## src/rtl/bullet_scheduler.sv

```systemverilog
`default_nettype none
// ============================================================================
// Module   : bullet_scheduler
// Purpose  : Bullet pool controller. Turns fire presses into one-hot launch
//            pulses on a shared launch bus, tracks occupied slots, enforces a
//            frame-based cooldown between shots, and once per frame walks the
//            active slots onto the single draw path with a req/ack handshake.
// Ports    : clk, reset         - clock, synchronous active-high reset
//            fire, frame_tick   - fire button level, once-per-frame pulse
//            ship_x/y, dir_x/y  - ship position/heading captured at launch
//            done               - per-slot release pulse
//            draw_ack           - plotter accepted draw_sel
//            load               - one-hot one-cycle launch pulse
//            start_x/y/dx/dy    - launch bus, valid while load != 0
//            active             - slot-occupied flags
//            draw_req, draw_sel - draw request and slot index
//            frame_overrun      - sticky, frame_tick seen mid-scan
// Config   : BULLET_AUTOFIRE_EN - when defined, the fire level (not its
//            rising edge) triggers shots, giving autofire while held.
// Revision : 1.0 - initial release
// ============================================================================
module bullet_scheduler #(
  parameter int NUM_BULLETS = 8,
  parameter int COOLDOWN    = 12,
  parameter int SEL_W       = $clog2(NUM_BULLETS)
) (
  input  logic                   clk,
  input  logic                   reset,
  input  logic                   fire,
  input  logic                   frame_tick,
  input  logic [7:0]             ship_x,
  input  logic [6:0]             ship_y,
  input  logic [1:0]             dir_x,
  input  logic [1:0]             dir_y,
  input  logic [NUM_BULLETS-1:0] done,
  input  logic                   draw_ack,
  output logic [NUM_BULLETS-1:0] load,
  output logic [7:0]             start_x,
  output logic [6:0]             start_y,
  output logic [1:0]             start_dx,
  output logic [1:0]             start_dy,
  output logic [NUM_BULLETS-1:0] active,
  output logic                   draw_req,
  output logic [SEL_W-1:0]       draw_sel,
  output logic                   frame_overrun
);

  localparam int                   CD_W      = (COOLDOWN < 1) ? 1 : $clog2(COOLDOWN + 1);
  localparam logic [CD_W-1:0]      CD_LOAD   = CD_W'(COOLDOWN);
  localparam logic [CD_W-1:0]      CD_ONE    = CD_W'(1);
  localparam logic [SEL_W-1:0]     LAST_SLOT = SEL_W'(NUM_BULLETS - 1);
  localparam logic [SEL_W-1:0]     PTR_ONE   = SEL_W'(1);
  localparam logic [NUM_BULLETS-1:0] ACT_ONE = NUM_BULLETS'(1);

  localparam logic [1:0] S_IDLE = 2'd0;
  localparam logic [1:0] S_SCAN = 2'd1;
  localparam logic [1:0] S_REQ  = 2'd2;

  // --------------------------------------------------------------------------
  // Shot allocation
  // --------------------------------------------------------------------------
  logic                   fire_q;
  logic [CD_W-1:0]        cooldown;
  logic                   trigger;
  logic                   accept;
  logic [NUM_BULLETS-1:0] free_onehot;

`ifdef BULLET_AUTOFIRE_EN
  assign trigger = fire;
`else
  assign trigger = fire & ~fire_q;
`endif

  // Isolates the lowest clear bit of active; zero when every slot is taken.
  // Uses the current active value, so a slot released this cycle is not yet
  // eligible.
  assign free_onehot = ~active & (active + ACT_ONE);
  assign accept      = trigger && (cooldown == '0) && (free_onehot != '0);

  always_ff @(posedge clk) begin
    if (reset) begin
      fire_q   <= 1'b0;
      cooldown <= '0;
      load     <= '0;
      active   <= '0;
      start_x  <= '0;
      start_y  <= '0;
      start_dx <= '0;
      start_dy <= '0;
    end else begin
      fire_q <= fire;
      load   <= accept ? free_onehot : '0;
      // A release and an allocation in the same cycle both land; they can
      // never target the same slot because only a free slot is allocated.
      active <= (active & ~done) | (accept ? free_onehot : '0);
      if (accept) begin
        cooldown <= CD_LOAD;
        start_x  <= ship_x;
        start_y  <= ship_y;
        start_dx <= dir_x;
        start_dy <= dir_y;
      end else if (frame_tick && (cooldown != '0)) begin
        cooldown <= cooldown - CD_ONE;
      end
    end
  end

  // --------------------------------------------------------------------------
  // Draw scheduler FSM
  // --------------------------------------------------------------------------
  logic [1:0]       state;
  logic [1:0]       state_nx;
  logic [SEL_W-1:0] ptr;
  logic [SEL_W-1:0] ptr_nx;

  // State register
  always_ff @(posedge clk) begin
    if (reset) begin
      state         <= S_IDLE;
      ptr           <= '0;
      frame_overrun <= 1'b0;
    end else begin
      state <= state_nx;
      ptr   <= ptr_nx;
      // A new frame while still walking the pool means the scan budget was
      // exceeded; the tick itself is dropped.
      if (frame_tick && (state != S_IDLE)) begin
        frame_overrun <= 1'b1;
      end
    end
  end

  // Next-state logic
  always_comb begin
    state_nx = state;
    ptr_nx   = ptr;
    case (state)
      S_IDLE: begin
        if (frame_tick) begin
          ptr_nx   = '0;
          state_nx = S_SCAN;
        end
      end
      S_SCAN: begin
        if (active[ptr]) begin
          state_nx = S_REQ;
        end else if (ptr == LAST_SLOT) begin
          state_nx = S_IDLE;
        end else begin
          ptr_nx = ptr + PTR_ONE;
        end
      end
      S_REQ: begin
        // The handshake completes even if the slot was released meanwhile.
        if (draw_ack) begin
          if (ptr == LAST_SLOT) begin
            state_nx = S_IDLE;
          end else begin
            ptr_nx   = ptr + PTR_ONE;
            state_nx = S_SCAN;
          end
        end
      end
      default: begin
        state_nx = S_IDLE;
      end
    endcase
  end

  // Output logic
  always_comb begin
    draw_req = (state == S_REQ);
    draw_sel = (state == S_REQ) ? ptr : '0;
  end

endmodule
`default_nettype wire
```

## config.mk

```make
export PLATFORM = sky130hd
export DESIGN_NAME = bullet_scheduler
export DESIGN_NICKNAME = d
export VERILOG_FILES = /design/src/rtl/bullet_scheduler.sv
export SDC_FILE = /design/constraint.sdc
export NUM_CORES = 1
export LEC_CHECK = 0
export CORE_MARGIN = 2
export CORE_UTILIZATION = 45
export DETAILED_ROUTE_END_ITERATION = 12
export DONT_BUFFER_PORTS = 1
export PLACE_DENSITY_LB_ADDON = 0.15
export SLEW_MARGIN = 20
export SYNTH_ARGS = -nofsm -noshare
export SYNTH_HDL_FRONTEND = slang
export SYNTH_SLANG_ARGS = --single-unit
```

## constraint.sdc

```tcl
create_clock -name clk -period 2.7 [get_ports clk]
set_input_delay 0.675 -clock clk [delete_from_list [all_inputs] [get_ports clk]]
set_output_delay 0.675 -clock clk [all_outputs]
set_load 0.05 [all_outputs]
```

# Yosys cells after proc, flatten, opt, wreduce, memory -nomap -nowiden
# Cells that the tools add are included.
# classes
n_lt_le_gt_ge	1
reduce_logical	14
mux	17
bitwise	7
add_sub_neg	3
n_eq_ne	7
# ops
op	count
AND 8 bit	2
inverter 8 bit	2
two-way mux 3 bit	5
one-hot mux 3 bit (3 select lines)	1
adder 8 x 1 -> 8 bit, second input constant	1
two-way mux 2 bit	4
two-way mux 4 bit	2
two-way mux 8 bit	1
bitwise OR 8 bit	1
nonzero test 8 bit	1
inequality test 2 bit, second input constant	3
one-hot mux 2 bit (3 select lines)	1
logical AND 1 bit	4
logical NOT 4 bit	1
< comparator 3 x 4 -> 1 bit, second input constant	1
AND reduction 4 bit	1
nonzero test 2 bit	2
nonzero test 4 bit	1
subtractor 4 x 1 -> 4 bit, second input constant	1
adder 3 x 1 -> 3 bit, second input constant	1
binary-select mux 1 bit (select 3 bit)	1
== test 3 bit, second input constant	1
inequality test 3 bit, second input constant	1
AND reduction 3 bit	1
8 further kinds	9
# totals
input_bits	32
ff_bits	46
output_inout_bits	40

# Depth between registers and ports, before layout
# Gate-level depths: netlist of the first run.
# logic_depth
word_depth	6
mapped_depth	9
depth_no_buf	6

# Worst setup path after synthesis of the first run
# OpenSTA, ideal clock, no wires.
# synth_timing
path_kind	register to output
from	register state[0]
to	output port draw_sel[0]
slack_ns	0.584
path_stages_with_launch	4
t_arrival_ns	1.441
n_path_buf	0
cell_sequence	dfxtp_1 > inv_1 > ha_1 > and2_1
# synth_between
elab_chain_cells	2
# synth_rtl
item	line	rtl
start: declaration	111	logic [1:0] state;
start signal: assignment	123	state <= state_nx;
== test 2 bit	n/a	
net draw_req	43	output logic draw_req,
two-way mux 3 bit	173	draw_sel = (state == S_REQ) ? ptr : '0;
end: declaration	44	output logic [SEL_W-1:0] draw_sel,
# The timed path passes the listed nets, and every way through them passes these cells.

# Worst setup path in the final report of the first run
# layout_timing
from	register cooldown[0]
to	register start_y[2]
# layout_between
elab_chain_cells	3
# layout_rtl
item	line	rtl
start: declaration	63	logic [CD_W-1:0] cooldown;
start signal: assignment	103	cooldown <= cooldown - CD_ONE;
logical NOT 4 bit	78	assign accept = trigger && (cooldown == '0) && (free_onehot != '0);
logical AND 1 bit (2 in a row)	78	
end signal: assignment	99	start_y <= ship_y;
end: declaration	39	output logic [6:0] start_y,
# No other way between the ends.
# A chain may end at the register's enable or synchronous reset.

==> results_dict.tcl, run 1 <==
set metrics [dict create \
    yosysUniqueCellTypes 47 \
    finalMaxSlewViolations 0 \
    crit_slowest_cell "nor3_4" \
    drt_drc_violations_left 0 \
    die_w_um 70.8 \
    drive_above_1_share_pct 13.2 \
    fmax_mhz 439 \
    final_cell_mix "dfxtp_1, a22o_1, nand2_1, nand2b_1, a21oi_1" \
    die-area_sq_um 5010 \
    cts_made_buffers 5 \
    syn-num-nets 236 \
    cts_root_buffer "clkbuf_8" \
    grtUsageTotal_pct 17.3 \
    tightest_slew_ns 0.763 \
    critPathMaxFanout 19 \
    dp_hpwl_um 3210 \
    critPathLaunchType "flip-flop" \
    cts_max_path_buffers 2 \
    htreeDepth 2 \
    yosys_warnings 0 \
    grt_pass1_wl_um 7000 \
    synth_area_leaders "dfxtp_1, a22o_1, ha_1" \
    hp-start "reset" \
    path_clk_slew_ns 0.09 \
    grt_max_degree 28 \
    die_h_um 70.8 \
    n_antenna_cell 0 \
    worst_ep_required_time_ns 2.94 \
    synth_area_per_cell_sq_um 10.2 \
    period_share_pct 84.4 \
    async_flop_share_pct 0 \
    synth_top_area_share_pct 45.9 \
    maxCapViolations 0 \
    startpoint "cooldown[0]$_SDFFE_PP0P_" \
    via_count 1543 \
    wl_per_cell_um 17.1 \
    relSlewSlack_pct 49.1 \
    first_pass_iters 4 \
    synth_seq_cells 46 \
    grt_overflow 0 \
    path_cells "inv_1 > ha_1 > or3b_1 > or2_1 > nor3_4 > a22o_1" \
    ios 72 \
    postCtsHoldBufs 0 \
    path_class "reg2reg" \
    syn_area_sq_um 2010 \
    end_kind "flip-flop" \
    core_sq_um 4320 \
    fin_skew_ns 0.00874 \
    syn_inst 196 \
    worstHoldPathType "in2reg" \
    peakVddDrop_v 0.000451 \
    layout_min_cycle_time_ns 2.28 \
    slowest_delay_ns 0.57 \
    viasPerCell 6.00 \
    ctsResizeCount 0 \
    fillCellCount 433 \
    synthToLayoutAreaGrowth_pct 9.54 \
    power_density_nw_per_um2 952 \
    grt_pass1_vias 1530 \
    fin_tns_setup_ns 0 \
    antenna_found_initial 0 \
    drtIter0Drc 104 \
    cts_tree "yes" \
    cts.sinks 46 \
    wl_um 4400 \
    ant_nets 0 \
    yosysTopAreaCell "dfxtp_1" \
    timing.rr.start "cooldown[0]$_SDFFE_PP0P_" \
    setup_viol 0 \
    layout.cells.most_common "dfxtp_1" \
    final_nets 244 \
    rsz0062_at_grt "false" \
    num_rows 24 \
    synth_flop_cell "dfxtp_1" \
    numPortBuffers 0 \
    synth-edff-count 0 \
    post_cts.repair.setup_buffers 0 \
    hold_slack_ns 0.434 \
    finalWeightedCongestion 0.752 \
    p_leak_nw 0.839 \
    start_util_pct 46.4 \
    outcome "finished, final reports clean" \
    cp.arrival_ns 2.52 \
    finalHoldViolCount 0 \
    yosysSeqAreaShare_pct 45.9 \
    clock_latency_ns 0.30 \
]
-- cell families (layout without fill, tap and decap cells) --
kind of cell,Yosys count,in the layout,share of synthesized area (%)
compound gates,37,37,14.5
xor+xnor,3,3,1.31
fa+ha+maj,8,8,4.99
buf+inv,15,24,3.68
flops,46,46,45.9
mux,4,4,3.55
simple gates,83,83,26.1
-- path summary, 6_finish.rpt --
path              slack, ns  depth (start not counted)                          to
setup / recovery       0.42                          6     start_y[2]$_SDFFE_PP0P_
hold / removal         0.43                          1  frame_overrun$_SDFFE_PP0P_
setup reg to reg       0.42                          6     start_y[2]$_SDFFE_PP0P_
hold reg to reg        0.54                          1          load[3]$_SDFF_PP0_
-- power by group --
group / internal (W) / total [W] / switching, W / leakage (nW)
Sequential: 0.000789 / 0.00109 / 0.000302 / 0.374
Clock: 0.000276 / 0.000505 / 0.000229 / 0.0514
Combinational: 0.000211 / 0.000498 / 0.000287 / 0.414
Total: 0.00128 / 0.00209 / 0.000817 / 0.839
-- worst max-delay path: cells and delay by family, from the launching register on --
family / cells / cell delay, ns
AO/OA/AOI/OAI: 1 / 0.23
adder cells (fa/ha/maj): 1 / 0.16
flip-flops: 1 / 0.32
AND/OR/NAND/NOR: 3 / 1.39
buffers and inverters: 1 / 0.11
-- layout make-up --
| type | instances | area [sq um] | share of cell area (%) |
|---|---|---|---|
| Multi-Input combinational cell | 135 | 1010 | 46.0 |
| Sequential cell | 46 | 921 | 41.9 |
| Clock buffer | 6 | 72.6 | 3.30 |
| Tap cell | 52 | 65.1 | 2.96 |
| Timing Repair Buffer | 8 | 60.1 | 2.73 |
| Clock inverter | 2 | 37.5 | 1.71 |
| Inverter | 8 | 30.0 | 1.37 |
-- synth_stat cells (6+ instances only) --
cell type	instances
dfxtp_1	46
a22o_1	19
nand2_1	11
nand2b_1	10
a21oi_1	9
ha_1	8
nor2_1	8
inv_1	7
nand4_1	6
nor3_1	6
-- sequential cells by signal, summed over array words and instances (netlist names) --
register and cells:
start_x 8, start_dy 2, state 2, frame_overrun 1, start_y 7, load 8, ptr 3, fire_q 1
start_dx 2, active 8, cooldown 4
-- metal layers --
metal | vias up | part of all wire, % | track usage (%)
met1 | 738 | 42 | 20.9
met2 | 65 | 49 | 28.6
li1 | 735 | - | -
met5 | - | 0 | 0
met4 | 0 | 0.82 | 5.24
met3 | 5 | 8.2 | 6.55
-- per-stage QoR --
step	area, sq um	cells	util [%]	setup slack [ns]	power (W)
global placement	2090	249	48.3	0.587	0.00156
CTS	2200	257	50.8	0.418	0.00211
floorplan	2010	196	-	0.584	0.00152
detailed placement	2090	249	48.3	0.446	0.00160
global route	2200	257	50.8	0.265	0.00221
finish	2200	257	50.8	0.422	0.00209
No activity file was read; power rests on OpenSTA's default activity.
==> inputs of run 2 (changes only) <==
==> constraint.sdc (replaced) <==
create_clock -name clk -period 2.3 [get_ports clk]
set_input_delay 0.575 -clock clk [delete_from_list [all_inputs] [get_ports clk]]
set_output_delay 0.575 -clock clk [all_outputs]
set_load 0.05 [all_outputs]
==> results_dict.tcl, run 2 (synthesized netlist as in run 1, its figures left out) <==
set metrics [dict create \
    die_w_um 70.8 \
    power.switching_fraction_pct 40.6 \
    htreeDepth 2 \
    cp.arrival_ns 2.33 \
    path_clk_slew_ns 0.09 \
    wl_um 4430 \
    dp_hpwl_um 3380 \
    grt_pass1_vias 1554 \
    fin_skew_ns 0.00422 \
    final_nets 252 \
    numPortBuffers 0 \
    reg_top3 "active (8), load (8), start_x (8)" \
    worst_ep_required_time_ns 2.52 \
    first_pass_iters 4 \
    combPwrFrac_pct 26.1 \
    grt_overflow 0 \
    ios 72 \
    synthToLayoutAreaGrowth_pct 11.4 \
    final_cells 265 \
    cts_max_path_buffers 2 \
    die-area_sq_um 5010 \
    final_cell_mix "dfxtp_1, a22o_1, buf_4, nand2_1, nand2b_1" \
    viasPerCell 5.73 \
    clock_latency_ns 0.29 \
    grt_pass1_wl_um 7300 \
    drt_drc_violations_left 0 \
    critPathLaunchType "flip-flop" \
    seqPwrFrac_pct 53.4 \
    layout_min_cycle_time_ns 2.11 \
    num_rows 24 \
    critPathMaxFanout 7 \
    dp_cells 257 \
    worstHoldPathType "in2reg" \
    fin_tns_setup_ns 0 \
    relSlewSlack_pct 50.0 \
    die_h_um 70.8 \
    grtUsageTotal_pct 18.3 \
    layout_setup_ws_ns 0.186 \
    antenna_found_initial 0 \
    peakVddDrop_v 0.000644 \
    design_area_sq_um 2240 \
    cts_made_buffers 5 \
    drtIter0Drc 68 \
    setup_viol 0 \
    ant_nets 0 \
    post_cts.repair.setup_buffers 0 \
    finalWeightedCongestion 0.790 \
    n_antenna_cell 0 \
    outcome "finished, final reports clean" \
    period_share_pct 91.9 \
    finalHoldViolCount 0 \
    fmax_mhz 473 \
    start_util_pct 46.4 \
    cts.sinks 46 \
    postCtsHoldBufs 0 \
    layout.cells.most_common "dfxtp_1" \
    path_class "reg2reg" \
    p_leak_nw 0.879 \
    internal_power_w 0.00141 \
    power_frac_clock_pct 20.5 \
    core_sq_um 4320 \
    drive_above_1_share_pct 16.9 \
    cts_tree "yes" \
    place_area_sq_um 2150 \
    finalMaxSlewViolations 0 \
    rsz0062_at_grt "false" \
    end_kind "flip-flop" \
    ctsResizeCount 0 \
    grt_max_degree 28 \
    power_density_nw_per_um2 1060 \
    dp_slack_ns 0.207 \
    tightest_slew_ns 0.749 \
    maxCapViolations 0 \
    cts_root_buffer "clkbuf_8" \
    p_switching_w 0.000962 \
    via_count 1519 \
    wl_per_cell_um 16.7 \
]
==> run 2: cell count changes in the layout (fill, tap and decap cells not counted), sizes merged <==
cell,before,now
clkbuf,6,5
bufinv,1,0
clkinv,1,3
clkinvlp,1,0
inv,7,8
buf,8,16
==> run 2: stage by stage <==
| stage | power (W) | hold slack (ns) | util, % |
|---|---|---|---|
| floorplan | 0.00178 | 0.493 | - |
| global placement | 0.00186 | 0.501 | 49.7 |
| detailed placement | 0.00191 | 0.538 | 49.7 |
| CTS | 0.00240 | 0.330 | 51.7 |
| global route | 0.00252 | 0.323 | 51.7 |
| finish | 0.00237 | 0.341 | 51.7 |
==> run 2: power by group through the flow <==
stage / logic [W] / clock network, W / registers (W)
detailed placement: 0.000621 / 0 / 0.00128
global route: 0.000707 / 0.000537 / 0.00128
floorplan: 0.000488 / 0 / 0.00129
CTS: 0.000625 / 0.000505 / 0.00127
global placement: 0.000580 / 0 / 0.00128
finish: 0.000618 / 0.000486 / 0.00126
==> run 2: layout make-up <==
| class | instances | area (sq um) |
|---|---|---|
| clock buffer | 5 | 68.8 |
| clock inverter | 3 | 18.8 |
| fill | 425 | 2090 |
| inverter | 8 | 30.0 |
| multi-input combinational | 135 | 1010 |
| sequential | 46 | 921 |
| tap | 52 | 65.1 |
| timing repair buffer | 16 | 120 |
==> run 2: worst paths after layout <==
| kind | from | endpoint | slack [ns] | cells after the start |
|---|---|---|---|---|
| max | cooldown[0]$_SDFFE_PP0P_ | load[6]$_SDFF_PP0_ | 0.19 | 6 |
| min | reset | frame_overrun$_SDFFE_PP0P_ | 0.34 | 1 |
| max reg2reg | cooldown[0]$_SDFFE_PP0P_ | load[6]$_SDFF_PP0_ | 0.19 | 6 |
| min reg2reg | state[1]$_SDFFE_PP0P_ | state[1]$_SDFFE_PP0P_ | 0.54 | 2 |
==> run 2: metal layers <==
layer / global-route usage (%) / up-vias / share of wire [%]
li1: - / 755 / -
met1: 21.8 / 708 / 43
met2: 31.3 / 52 / 49
met3: 6.27 / 4 / 7.1
met4: 5.87 / 0 / 1.1
met5: 0 / - / 0
==> run 2: worst max-delay path, stage by stage, from the launching register on <==
cell and delay [ns]:
dfxtp_1 0.32, inv_1 0.12, ha_1 0.15, or3b_1 0.45
or2_1 0.36, or3_4 0.40, nor4b_4 0.24
==> inputs of run 3 (changes only) <==
--- a/config.mk
+++ b/config.mk
@@ -9,7 +9,7 @@
 export CORE_UTILIZATION = 45
 export DETAILED_ROUTE_END_ITERATION = 12
 export DONT_BUFFER_PORTS = 1
-export PLACE_DENSITY_LB_ADDON = 0.15
+export PLACE_DENSITY = 0.72
 export SLEW_MARGIN = 20
 export SYNTH_ARGS = -nofsm -noshare
 export SYNTH_HDL_FRONTEND = slang
==> results_dict.tcl, run 3 (synthesized netlist as in run 1, its figures left out) <==
set metrics [dict create \
    outcome "finished, final reports clean" \
    hp-start "reset" \
    rrSetupSlack_ns 0.19 \
    dp_cells 256 \
    clock_latency_ns 0.30 \
    cp.arrival_ns 2.32 \
    worstHoldPathType "in2reg" \
    drt_drc_violations_left 0 \
    power.switching_fraction_pct 40.8 \
    antenna_found_initial 0 \
    postCtsHoldBufs 0 \
    core_sq_um 4320 \
    reg2reg_to "load[6]$_SDFF_PP0_" \
    ios 72 \
    grtUsageTotal_pct 17.3 \
    cts_made_buffers 5 \
    hold_depth 1 \
    power_frac_clock_pct 21.4 \
    ctsResizeCount 0 \
    path_class "reg2reg" \
    die_w_um 70.8 \
    power_density_nw_per_um2 1060 \
    first_pass_iters 4 \
    final_cell_mix "dfxtp_1, a22o_1, buf_4, nand2_1, nand2b_1" \
    die-area_sq_um 5010 \
    cts_root_buffer "clkbuf_8" \
    seqPwrFrac_pct 53.7 \
    dp_hpwl_um 3270 \
    grt_pass1_wl_um 6960 \
    p_switching_w 0.000967 \
    critPathLaunchType "flip-flop" \
    grt_overflow 0 \
    setup_viol 0 \
    cts_max_path_buffers 2 \
    n_antenna_cell 0 \
    p_leak_nw 0.870 \
    timing.rr.start "cooldown[0]$_SDFFE_PP0P_" \
    reg_top3 "active (8), load (8), start_x (8)" \
    wl_per_cell_um 16.5 \
    grt_max_degree 28 \
    tightest_slew_ns 0.704 \
    drtIter0Drc 52 \
    final_cells 264 \
    period_share_pct 91.7 \
    peakVddDrop_v 0.000407 \
    finalMaxSlewViolations 0 \
    drive_above_1_share_pct 16.5 \
    rsz0062_at_grt "false" \
    layout.cells.most_common "dfxtp_1" \
    final_nets 251 \
    cts.sinks 46 \
    multi_input_area_sq_um 1010 \
    final_util_pct 51.7 \
    fin_skew_ns 0.00599 \
    die_h_um 70.8 \
    start_util_pct 46.4 \
    fin_tns_setup_ns 0 \
    reg2reg_depth 6 \
    post_cts.repair.setup_buffers 0 \
    num_rows 24 \
    synthToLayoutAreaGrowth_pct 11.3 \
    end_kind "flip-flop" \
    ant_nets 0 \
    maxCapViolations 0 \
    finalHoldViolCount 0 \
    final-seq-area_sq_um 921 \
    cts_tree "yes" \
    finalWeightedCongestion 0.765 \
    combPwrFrac_pct 25.0 \
    viasPerCell 5.83 \
    internal_power_w 0.00140 \
    fmax_mhz 474 \
    numPortBuffers 0 \
    relSlewSlack_pct 53.0 \
    worst_ep_required_time_ns 2.52 \
    htreeDepth 2 \
    layout_min_cycle_time_ns 2.11 \
    fillCellCount 418 \
    power_w 0.00237 \
    via_count 1538 \
    critPathMaxFanout 7 \
    min_to "fire_q$_SDFF_PP0_" \
    grt_pass1_vias 1412 \
    path_clk_slew_ns 0.09 \
    wl_um 4370 \
]
==> run 3: area by class of cell <==
class | instances | area share [%]
Clock inverter | 3 | 1.12
Inverter | 8 | 1.34
Timing Repair Buffer | 15 | 5.04
Multi-Input combinational cell | 135 | 45.3
Clock buffer | 5 | 3.08
Tap cell | 52 | 2.91
Sequential cell | 46 | 41.2
==> run 3: worst max path at each step <==
| stage | start | endpoint | slack, ns |
|---|---|---|---|
| 6_report | cooldown[0]$_SDFFE_PP0P_ | load[6]$_SDFF_PP0_ | 0.19 |
| 5_1_grt | cooldown[0]$_SDFFE_PP0P_ | load[6]$_SDFF_PP0_ | 0.10 |
| 4_1_cts | cooldown[0]$_SDFFE_PP0P_ | load[6]$_SDFF_PP0_ | 0.19 |
| 3_5_place_dp | cooldown[0]$_SDFFE_PP0P_ | load[6]$_SDFF_PP0_ | 0.21 |
| 3_3_place_gp | cooldown[0]$_SDFFE_PP0P_ | load[6]$_SDFF_PP0_ | 0.28 |
| 2_1_floorplan | active[3]$_SDFF_PP0_ | state[1]$_SDFFE_PP0P_ | 0.27 |
==> run 3: routing by layer <==
metal / wire length, um / share of wire, % / up-vias / GRT usage [%]
li1: - / - / 758 / -
met1: 1990 / 46 / 732 / 24.8
met2: 2120 / 48 / 44 / 26.0
met3: 243 / 5.6 / 4 / 5.56
met4: 21 / 0.48 / 0 / 3.14
met5: 0 / 0 / - / 0
==> run 3: stage by stage <==
| step | hold slack (ns) | cell area, sq um | setup slack (ns) |
|---|---|---|---|
| after floorplan | 0.493 | 2010 | 0.270 |
| after global placement | 0.518 | 2140 | 0.282 |
| after detailed placement | 0.530 | 2140 | 0.207 |
| after CTS | 0.324 | 2230 | 0.187 |
| after global routing | 0.319 | 2230 | 0.103 |
| final | 0.337 | 2230 | 0.192 |
==> run 3: power groups by stage <==
stage / Sequential, W / Clock, W / Combinational, W
after floorplan: 0.00129 / 0 / 0.000488
after global placement: 0.00129 / 0 / 0.000574
after detailed placement: 0.00129 / 0 / 0.000590
after CTS: 0.00127 / 0.000518 / 0.000594
after global routing: 0.00129 / 0.000548 / 0.000667
final: 0.00127 / 0.000506 / 0.000592
==> run 3: critical path, stage by stage (launching register included) <==
cell and delay (ns):
dfxtp_1 0.32, inv_1 0.11, ha_1 0.15, or3b_1 0.47, or2_1 0.35, or3_4 0.39
nor4b_4 0.24
